## config.mk

```make
export PLATFORM = sky130hd
export DESIGN_NAME = pixel_preprocess_core
export DESIGN_NICKNAME = d
export VERILOG_FILES = /design/src/rtl/pixel_preprocess_pkg.sv /design/src/rtl/luma_pipe.sv /design/src/rtl/pixel_preprocess_core.sv
export SDC_FILE = /design/constraint.sdc
export NUM_CORES = 1
export LEC_CHECK = 0
export CORE_UTILIZATION = 44
export DETAILED_ROUTE_END_ITERATION = 6
export GPL_TIMING_DRIVEN = 0
export SLEW_MARGIN = 0
export SYNTH_ARGS = -nofsm -noshare
export SYNTH_HDL_FRONTEND = slang
export SYNTH_SLANG_ARGS = --single-unit
```

## constraint.sdc

```tcl
create_clock -name px_clk -period 5.6 [get_ports px_clk]
set_input_delay 0.84 -clock px_clk [delete_from_list [all_inputs] [get_ports px_clk]]
set_output_delay 0.84 -clock px_clk [all_outputs]
set_load 0.005 [all_outputs]
```

## src/rtl/pixel_preprocess_pkg.sv

```systemverilog
// Shared encodings and default luma weights for the pixel preprocessing stage.
package pixel_preprocess_pkg;

  // Conversion mode; the reserved code behaves as bypass.
  typedef enum logic [1:0] {
    ModeBypass = 2'd0,
    ModeGray   = 2'd1,
    ModeThresh = 2'd2,
    ModeRsvd   = 2'd3
  } mode_e;

  // Frame-level control FSM.
  typedef enum logic [2:0] {
    StReq,
    StWaitFrame,
    StStream,
    StDrain,
    StRelease
  } state_e;

  // 8-bit fixed-point luma weights (sum is 256, so the shift is by 8).
  localparam int unsigned DefWR     = 77;
  localparam int unsigned DefWG     = 150;
  localparam int unsigned DefWB     = 29;
  localparam int unsigned LumaShift = 8;

endpackage

```

## src/rtl/luma_pipe.sv

```systemverilog
// Two-stage luma pipeline: S1 registers the RGB channels, S2 registers the weighted luma
// alongside a delayed copy of the original pixel. Valid travels with the data.
module luma_pipe
  import pixel_preprocess_pkg::*;
#(
  parameter int unsigned CH_BITS = 5,
  parameter int unsigned W_R     = DefWR,
  parameter int unsigned W_G     = DefWG,
  parameter int unsigned W_B     = DefWB
) (
  input  logic                 clk_i,
  input  logic                 rst_ni,
  input  logic [3*CH_BITS-1:0] rgb_i,
  input  logic                 valid_i,
  output logic [CH_BITS-1:0]   y_o,
  output logic [3*CH_BITS-1:0] rgb_o,
  output logic                 valid_o,
  output logic                 busy_o
);

  localparam int unsigned AccW = CH_BITS + 9;

  logic [CH_BITS-1:0]   r_q, g_q, b_q;
  logic                 s1_valid_q;
  logic [AccW-1:0]      acc;
  logic [CH_BITS-1:0]   y_d, y_q;
  logic [3*CH_BITS-1:0] rgb_q;
  logic                 s2_valid_q;
  logic                 unused_frac;

  // S1: capture the incoming channels when a pixel is accepted.
  always_ff @(posedge clk_i or negedge rst_ni) begin
    if (!rst_ni) begin
      r_q        <= '0;
      g_q        <= '0;
      b_q        <= '0;
      s1_valid_q <= 1'b0;
    end else begin
      s1_valid_q <= valid_i;
      if (valid_i) begin
        r_q <= rgb_i[2*CH_BITS +: CH_BITS];
        g_q <= rgb_i[CH_BITS +: CH_BITS];
        b_q <= rgb_i[0 +: CH_BITS];
      end
    end
  end

  // Weighted sum; with weights summing to 256 the top bit stays clear, saturate if it doesn't.
  always_comb begin
    acc = AccW'(r_q) * AccW'(W_R) + AccW'(g_q) * AccW'(W_G) + AccW'(b_q) * AccW'(W_B);
    y_d = acc[AccW-1] ? {CH_BITS{1'b1}} : acc[LumaShift +: CH_BITS];
  end

  // Fractional bits are discarded by the shift.
  assign unused_frac = ^acc[LumaShift-1:0];

  // S2: register luma and the original pixel together.
  always_ff @(posedge clk_i or negedge rst_ni) begin
    if (!rst_ni) begin
      y_q        <= '0;
      rgb_q      <= '0;
      s2_valid_q <= 1'b0;
    end else begin
      s2_valid_q <= s1_valid_q;
      if (s1_valid_q) begin
        y_q   <= y_d;
        rgb_q <= {r_q, g_q, b_q};
      end
    end
  end

  assign y_o     = y_q;
  assign rgb_o   = rgb_q;
  assign valid_o = s2_valid_q;
  assign busy_o  = s1_valid_q | s2_valid_q;

endmodule

```

## src/rtl/pixel_preprocess_core.sv

```systemverilog
// Per-pixel preprocessing between capture and frame buffer: arbitrates for the buffer, streams
// one frame of DEPTH pixels per grant through a 3-cycle pipeline (bypass / gray / threshold).
module pixel_preprocess_core
  import pixel_preprocess_pkg::*;
#(
  parameter int unsigned CH_BITS   = 5,
  parameter int unsigned DEPTH     = 76800,
  parameter int unsigned ADDR_BITS = $clog2(DEPTH),
  parameter int unsigned W_R       = DefWR,
  parameter int unsigned W_G       = DefWG,
  parameter int unsigned W_B       = DefWB
) (
  input  logic                 px_clk,
  input  logic                 reset,
  input  logic [1:0]           mode,
  input  logic [CH_BITS-1:0]   threshold,
  input  logic [3*CH_BITS-1:0] input_px_data,
  input  logic                 px_valid,
  input  logic                 frame_flag,
  input  logic                 ack_write,
  output logic                 rq_write,
  output logic                 writing,
  output logic                 enable_mem,
  output logic [ADDR_BITS-1:0] write_addr,
  output logic [3*CH_BITS-1:0] output_px_data,
  output logic                 frame_done
);

  localparam int unsigned PixW = 3 * CH_BITS;

  state_e               state_q, state_d;
  mode_e                mode_q, mode_d;
  logic [CH_BITS-1:0]   thr_q, thr_d;
  logic [ADDR_BITS-1:0] in_cnt_q, in_cnt_d;
  logic [ADDR_BITS-1:0] out_cnt_q, out_cnt_d;
  logic                 rq_write_q, rq_write_d;
  logic                 writing_q, writing_d;
  logic                 frame_done_q, frame_done_d;
  logic                 enable_mem_q;
  logic [ADDR_BITS-1:0] write_addr_q, write_addr_d;
  logic [PixW-1:0]      out_px_q, out_px_d;

  logic                 accept;
  logic                 frame_start;
  logic [CH_BITS-1:0]   pipe_y;
  logic [PixW-1:0]      pipe_rgb;
  logic                 pipe_valid;
  logic                 pipe_busy;

  assign accept      = (state_q == StStream) && px_valid;
  assign frame_start = (state_q == StWaitFrame) && frame_flag;

  luma_pipe #(
    .CH_BITS (CH_BITS),
    .W_R     (W_R),
    .W_G     (W_G),
    .W_B     (W_B)
  ) u_luma_pipe (
    .clk_i   (px_clk),
    .rst_ni  (reset),
    .rgb_i   (input_px_data),
    .valid_i (accept),
    .y_o     (pipe_y),
    .rgb_o   (pipe_rgb),
    .valid_o (pipe_valid),
    .busy_o  (pipe_busy)
  );

  // FSM next state, frame configuration latch and input pixel count.
  always_comb begin
    state_d      = state_q;
    mode_d       = mode_q;
    thr_d        = thr_q;
    in_cnt_d     = in_cnt_q;
    frame_done_d = 1'b0;
    unique case (state_q)
      StReq: begin
        if (ack_write) state_d = StWaitFrame;
      end
      StWaitFrame: begin
        if (frame_flag) begin
          state_d  = StStream;
          mode_d   = mode_e'(mode);
          thr_d    = threshold;
          in_cnt_d = '0;
        end
      end
      StStream: begin
        if (accept) begin
          in_cnt_d = in_cnt_q + 1'b1;
          if (in_cnt_q == ADDR_BITS'(DEPTH - 1)) state_d = StDrain;
        end
      end
      StDrain: begin
        // Once S1/S2 are empty, the last write is on the outputs this cycle.
        if (!pipe_busy) begin
          state_d      = StRelease;
          frame_done_d = 1'b1;
        end
      end
      StRelease: begin
        if (!ack_write) state_d = StReq;
      end
      default: state_d = StReq;
    endcase
    rq_write_d = (state_d == StReq);
    writing_d  = (state_d == StStream) || (state_d == StDrain);
  end

  // FSM and control output registers.
  always_ff @(posedge px_clk or negedge reset) begin
    if (!reset) begin
      state_q      <= StReq;
      mode_q       <= ModeBypass;
      thr_q        <= '0;
      in_cnt_q     <= '0;
      rq_write_q   <= 1'b0;
      writing_q    <= 1'b0;
      frame_done_q <= 1'b0;
    end else begin
      state_q      <= state_d;
      mode_q       <= mode_d;
      thr_q        <= thr_d;
      in_cnt_q     <= in_cnt_d;
      rq_write_q   <= rq_write_d;
      writing_q    <= writing_d;
      frame_done_q <= frame_done_d;
    end
  end

  // S3: output select and sequential write address; data holds between strobes.
  always_comb begin
    out_px_d     = out_px_q;
    write_addr_d = write_addr_q;
    out_cnt_d    = out_cnt_q;
    if (frame_start) out_cnt_d = '0;
    if (pipe_valid) begin
      write_addr_d = out_cnt_q;
      out_cnt_d    = out_cnt_q + 1'b1;
      unique case (mode_q)
        ModeGray:   out_px_d = {3{pipe_y}};
        ModeThresh: out_px_d = (pipe_y >= thr_q) ? {PixW{1'b1}} : {PixW{1'b0}};
        default:    out_px_d = pipe_rgb;
      endcase
    end
  end

  // S3 registers.
  always_ff @(posedge px_clk or negedge reset) begin
    if (!reset) begin
      out_px_q     <= '0;
      write_addr_q <= '0;
      out_cnt_q    <= '0;
      enable_mem_q <= 1'b0;
    end else begin
      out_px_q     <= out_px_d;
      write_addr_q <= write_addr_d;
      out_cnt_q    <= out_cnt_d;
      enable_mem_q <= pipe_valid;
    end
  end

  assign rq_write       = rq_write_q;
  assign writing        = writing_q;
  assign frame_done     = frame_done_q;
  assign enable_mem     = enable_mem_q;
  assign write_addr     = write_addr_q;
  assign output_px_data = out_px_q;

endmodule

```

# Yosys cells after proc, flatten, opt, wreduce, memory -nomap -nowiden
# Index checks and enable logic that the tools add are counted.
# Widths: inputs -> output; s select.
# word_totals
reg_bits,117
out_inout_bits,36
elab_cells,64
# op_classes
add_sub_neg,4
n_mul,3
order_cmp,1
eq_ne,11
n_mux,17
bitwise,1
reduce_logical,9
# op_table
operator,n
$mux 17,4
$add 17x1->17 const B,2
$pmux 17 s2,1
$pmux 15 s2,1
$mul 5x7->12 const B,2
$mux 3,6
$eq 17x17->1 const B,1
$mux 15,1
$pmux 3 s5,1
$add 12x13->14,1
$add 14x10->14,1
$eq 3x2->1 const B,4
$mul 5x5->10 const B,1
$logic_not 3->1,2
$ge 5x5->1,1
$mux 5,1
$reduce_bool 2->1,2
$eq 3x1->1 const B,1
$eq 3x3->1 const B,1
$reduce_and 3->1,1
$eq 2x1->1 const B,1
$eq 2x2->1 const B,1
$logic_and 1x1->1,2
$mux 1,2
other kinds (5),5

# Longest topological paths before layout
# logic_depth
depth_word,6
mapped_depth,20
depth_no_buf,20

# By module
# A second synthesis with hierarchy kept.
# hier_totals
cells_unflattened,678
hier_area_um2,7133.1
# by_module_without_submodules
module,instances,cells_each,area_per_inst_um2,seq_area_each_um2
pixel_preprocess_core,1,397,3961.3,2001.9
luma_pipe,1,281,3171.8,925.9

# Worst setup path before layout
# No wires, ideal clock.
# synth_timing
path_type,register -> register
from,register u_luma_pipe.g_q[4]
to,"register u_luma_pipe.y_q[0], in the netlist u_luma_pipe.y_o[0]"
arrival_ns,4.828
path_slack_ns,0.642
stages_incl_launch_ff,17
path_buffers,0
period_less_slack_ns,4.958
path_cell_list,dfrtp_1 ha_1 fa_1 ha_1 and3b_1 nor2_1 xnor2_1 fa_1 fa_1 fa_1 ha_1 a22oi_1 o211ai_1 a221oi_1 o21ai_0 a21oi_1 a21oi_1
# synth_between
elab_chain_len,4
# synth_lines
element,line,source
start: declaration,luma_pipe.sv:23,"logic [CH_BITS-1:0] r_q, g_q, b_q;"
start signal: assignment,luma_pipe.sv:42,g_q <= rgb_i[CH_BITS +: CH_BITS];
$mul 5x7->12,luma_pipe.sv:50,acc = AccW'(r_q) * AccW'(W_R) + AccW'(g_q) * AccW'(W_G) + AccW'(b_q) * AccW'(W_B);
$add 12x13->14,luma_pipe.sv:50,
$add 14x10->14,luma_pipe.sv:50,
$mux 5,luma_pipe.sv:51,y_d = acc[AccW-1] ? {CH_BITS{1'b1}} : acc[LumaShift +: CH_BITS];
end signal: assignment,luma_pipe.sv:66,y_q <= y_d;
end: declaration,luma_pipe.sv:26,"logic [CH_BITS-1:0] y_d, y_q;"
# Every way passes these cells.
# A chain may end at the register's enable or synchronous reset.

# Final worst setup path
# layout_timing
from,register u_luma_pipe.g_q[3]
to,"register u_luma_pipe.y_q[3], in the netlist u_luma_pipe.y_o[3]"
# Same word-level chain as after synthesis.

==> flow_metrics.tcl <==
set metrics [dict create \
    outcome "completed" \
    clkSinkCount 117 \
    drt_iter0_drc 261 \
    yosysWarnings 0 \
    die_w_um 127.4 \
    drv_cap 0 \
    cts_tree "done" \
    end_kind "register" \
    remaining_drc_errors 0 \
    worstSetupStartpointType "register" \
    ys.flop_type "dfrtp_1" \
    initial_core_util_pct 45.35 \
    cp.arrival_ns 5.63 \
    seq_area_mm2 0.002930 \
    finalSetupViolCount 0 \
    syn-num-nets 770 \
    hpwl_mm 11.64 \
    layout-drive-gt1-share_pct 13.47 \
    fin_nets 857 \
    netlist_area_mm2 0.006920 \
    slew_headroom_pct 62.01 \
    num_rows 45 \
    die_area_mm2 0.01623 \
    vias_per_cell 5.150 \
    finalWorstSetupSlack_ns 0.2509 \
    final_hold_viol_count 0 \
    fmax_ghz 0.1869 \
    path_max_fanout 5 \
    fp.coreArea_mm2 0.01526 \
    clk_pin_slew_worst_paths_ns 0.06 \
    cts-buffers-inserted 17 \
    synth_edf_count 0 \
    clock_tree.buffer_depth 2 \
    postRouteAntennaNets 0 \
    clock_latency_ns 0.42 \
    required_ns 5.89 \
    n_antenna_cell 0 \
    gp_congestion 0.8249 \
    syn_inst 650 \
    skew_ns 0.007399 \
    slew_violations 0 \
    pre_cts_slack_ns -0.02881 \
    track_usage_pct 21.05 \
    grt_overflow 0 \
    grt_max_degree 84 \
    clockRootBuffer "clkbuf_16" \
    avgSynthCellArea_um2 10.65 \
    antenna_found_initial 0 \
    period_share_pct 95.52 \
    fillers 1336 \
    grt_pass1_wl_mm 26.05 \
    grt_pass1_vias 5070 \
    min_path_type "input pin to asynchronous set/reset pin" \
    r2r_cells 17 \
    syn2layout_area_growth_pct 23.74 \
    worst_pin_slew_ns 0.5699 \
    async_flop_share_pct 100.0 \
    htreeDepth 4 \
    synth_cell_type_count 50 \
    vias 4949 \
    die_h_um 127.4 \
    multiInputGateArea_mm2 0.003656 \
    wl_mm 15.47 \
    fin_util_pct 56.12 \
    final.min_clock_period_ns 5.349 \
    synth_seq_area_share_pct 42.31 \
    synth_seq_cells 117 \
    routedWlPerCell_um 16.10 \
    num_io_pins 63 \
    firstDrtPassIters 4 \
    worst-setup-path-type "register to register" \
    placement.io_buffers 62 \
]
-- cells in the mapped netlist, types with 2 or more instances --
| cell | number | area (um2) |
|---|---|---|
| mux2_2 | 40 | 450.4 |
| nor4b_1 | 2 | 17.52 |
| nand4_1 | 10 | 62.56 |
| clkbuf_1 | 12 | 45.04 |
| a21o_1 | 5 | 37.54 |
| xor2_1 | 21 | 183.9 |
| nor2b_1 | 2 | 12.51 |
| ha_1 | 62 | 775.7 |
| nand3_2 | 2 | 20.02 |
| inv_1 | 73 | 274.0 |
| and2_1 | 3 | 18.77 |
| nand2b_1 | 5 | 31.28 |
| o21a_1 | 4 | 30.03 |
| a21oi_1 | 28 | 140.1 |
| dfrtp_1 | 117 | 2928 |
| o211a_1 | 2 | 20.02 |
| nor3_1 | 5 | 25.02 |
| nand3_1 | 10 | 50.05 |
| buf_2 | 4 | 20.02 |
| and4_1 | 2 | 17.52 |
| xnor2_1 | 13 | 113.9 |
| nand2_1 | 71 | 266.5 |
| buf_1 | 5 | 18.77 |
| o21ai_0 | 45 | 225.2 |
| nor2_2 | 2 | 12.51 |
| o21bai_1 | 2 | 15.01 |
| nor4_1 | 2 | 12.51 |
| a211oi_1 | 2 | 15.01 |
| fa_1 | 31 | 620.6 |
| o22ai_1 | 5 | 31.28 |
| nand3b_1 | 11 | 82.58 |
| nor2_1 | 26 | 97.59 |
| and3_1 | 4 | 25.02 |
| o211ai_1 | 5 | 37.54 |
| nand3b_4 | 2 | 40.04 |
-- critical path, cell delays in order (launching register included) --
cell and delay (ns):
dfrtp_2 0.44, ha_1 0.33, fa_1 0.58, ha_4 0.23
and3b_1 0.21, nor2_2 0.13, xnor2_2 0.14, fa_1 0.47
fa_1 0.48, fa_1 0.50, ha_1 0.33, a22oi_1 0.20
o211ai_1 0.17, a221oi_2 0.35, buf_4 0.17, o21bai_1 0.09
nor4_1 0.30, a211oi_1 0.09
-- cells by family after synthesis --
group	count (synthesis)	synth area share [%]
multiplexers	41	6.653
XOR/XNOR	34	4.303
AND/OR/NAND/NOR	164	12.02
flip-flops	117	42.31
AO/OA/AOI/OAI	106	9.257
buffers and inverters	95	5.279
adder cells (fa/ha/maj)	93	20.18
-- layout make-up --
class,count,area share (%)
Multi-Input combinational cell,438,42.69
Sequential cell,117,34.22
Timing Repair Buffer,68,8.022
Clock buffer,17,4.968
Inverter,73,3.200
Tap cell,211,3.083
Clock inverter,15,2.747
Buffer,22,1.067
-- registers in the layout, indices dropped and copies added, names as in the netlist --
signal and flops:
in_cnt_q 17, out_cnt_q 17, write_addr 17, output_px_data 15, u_luma_pipe.rgb_o 15, thr_q 5
u_luma_pipe.b_q 5, u_luma_pipe.g_q 5, u_luma_pipe.r_q 5, u_luma_pipe.y_o 5, state_q 3, mode_q 2
enable_mem 1, frame_done 1, rq_write 1, u_luma_pipe.s1_valid_q 1, u_luma_pipe.valid_o 1, writing 1
-- layer usage --
metal  up-vias  global-route usage (%)  part of all wire [%]
met5         -                       0                     0
li1       2372                       -                     -
met4         0                   8.333                   2.3
met1      2471                   27.24                    45
met3        31                   4.397                   3.1
met2        75                   34.59                    49
-- worst paths after layout --
| path | startpoint | end | slack [ns] |
|---|---|---|---|
| setup / recovery | u_luma_pipe.g_q[3] | u_luma_pipe.y_o[3] | 0.25 |
| hold / removal | reset | in_cnt_q[8] | 0.31 |
| setup reg to reg | u_luma_pipe.g_q[3] | u_luma_pipe.y_o[3] | 0.25 |
| hold reg to reg | thr_q[0] | thr_q[0] | 0.48 |
| max in group asynchronous | reset | u_luma_pipe.g_q[3] | 4.55 |
| min in group px_clk | thr_q[0] | thr_q[0] | 0.48 |
-- per-stage QoR --
step | setup TNS [ns] | std cells | hold slack, ns | area [um2]
detailed placement | -0.06948 | 924 | 0.4792 | 7834
global route | -0.01020 | 961 | 0.3281 | 8563
finish | 0 | 961 | 0.3073 | 8563
global placement | -89.50 | 923 | 0.4744 | 7805
CTS | 0 | 956 | 0.3148 | 8501
floorplan | 0 | 650 | 0.4110 | 6920
-- cells in the final DEF, fill, tap and decap left out, drive strengths merged, types with 13 or more instances in the layout --
cell,instances
o21ai,45
nand2,71
xnor2,13
fa,31
a21oi,28
dfrtp,117
nand3b,13
clkbuf,29
buf,17
xor2,21
ha,62
inv,73
nor2,28
clkdlybuf4s50,61
mux2,40
-- repair_timing --
item / 4_1_cts / 5_1_grt
gates cloned: 0 / 0
pin swaps: 0 / 5
resized for setup: 1 / 5
setup endpoints to repair: 3 / 5
endpoints found under the hold margin: 0 / 0
hold buffers: 0 / 0
buffers inserted: 0 / 5
Power is left out: the tool's default activity adds up to more than one toggle a clock period on the data nets, which glitch-free logic cannot reach.
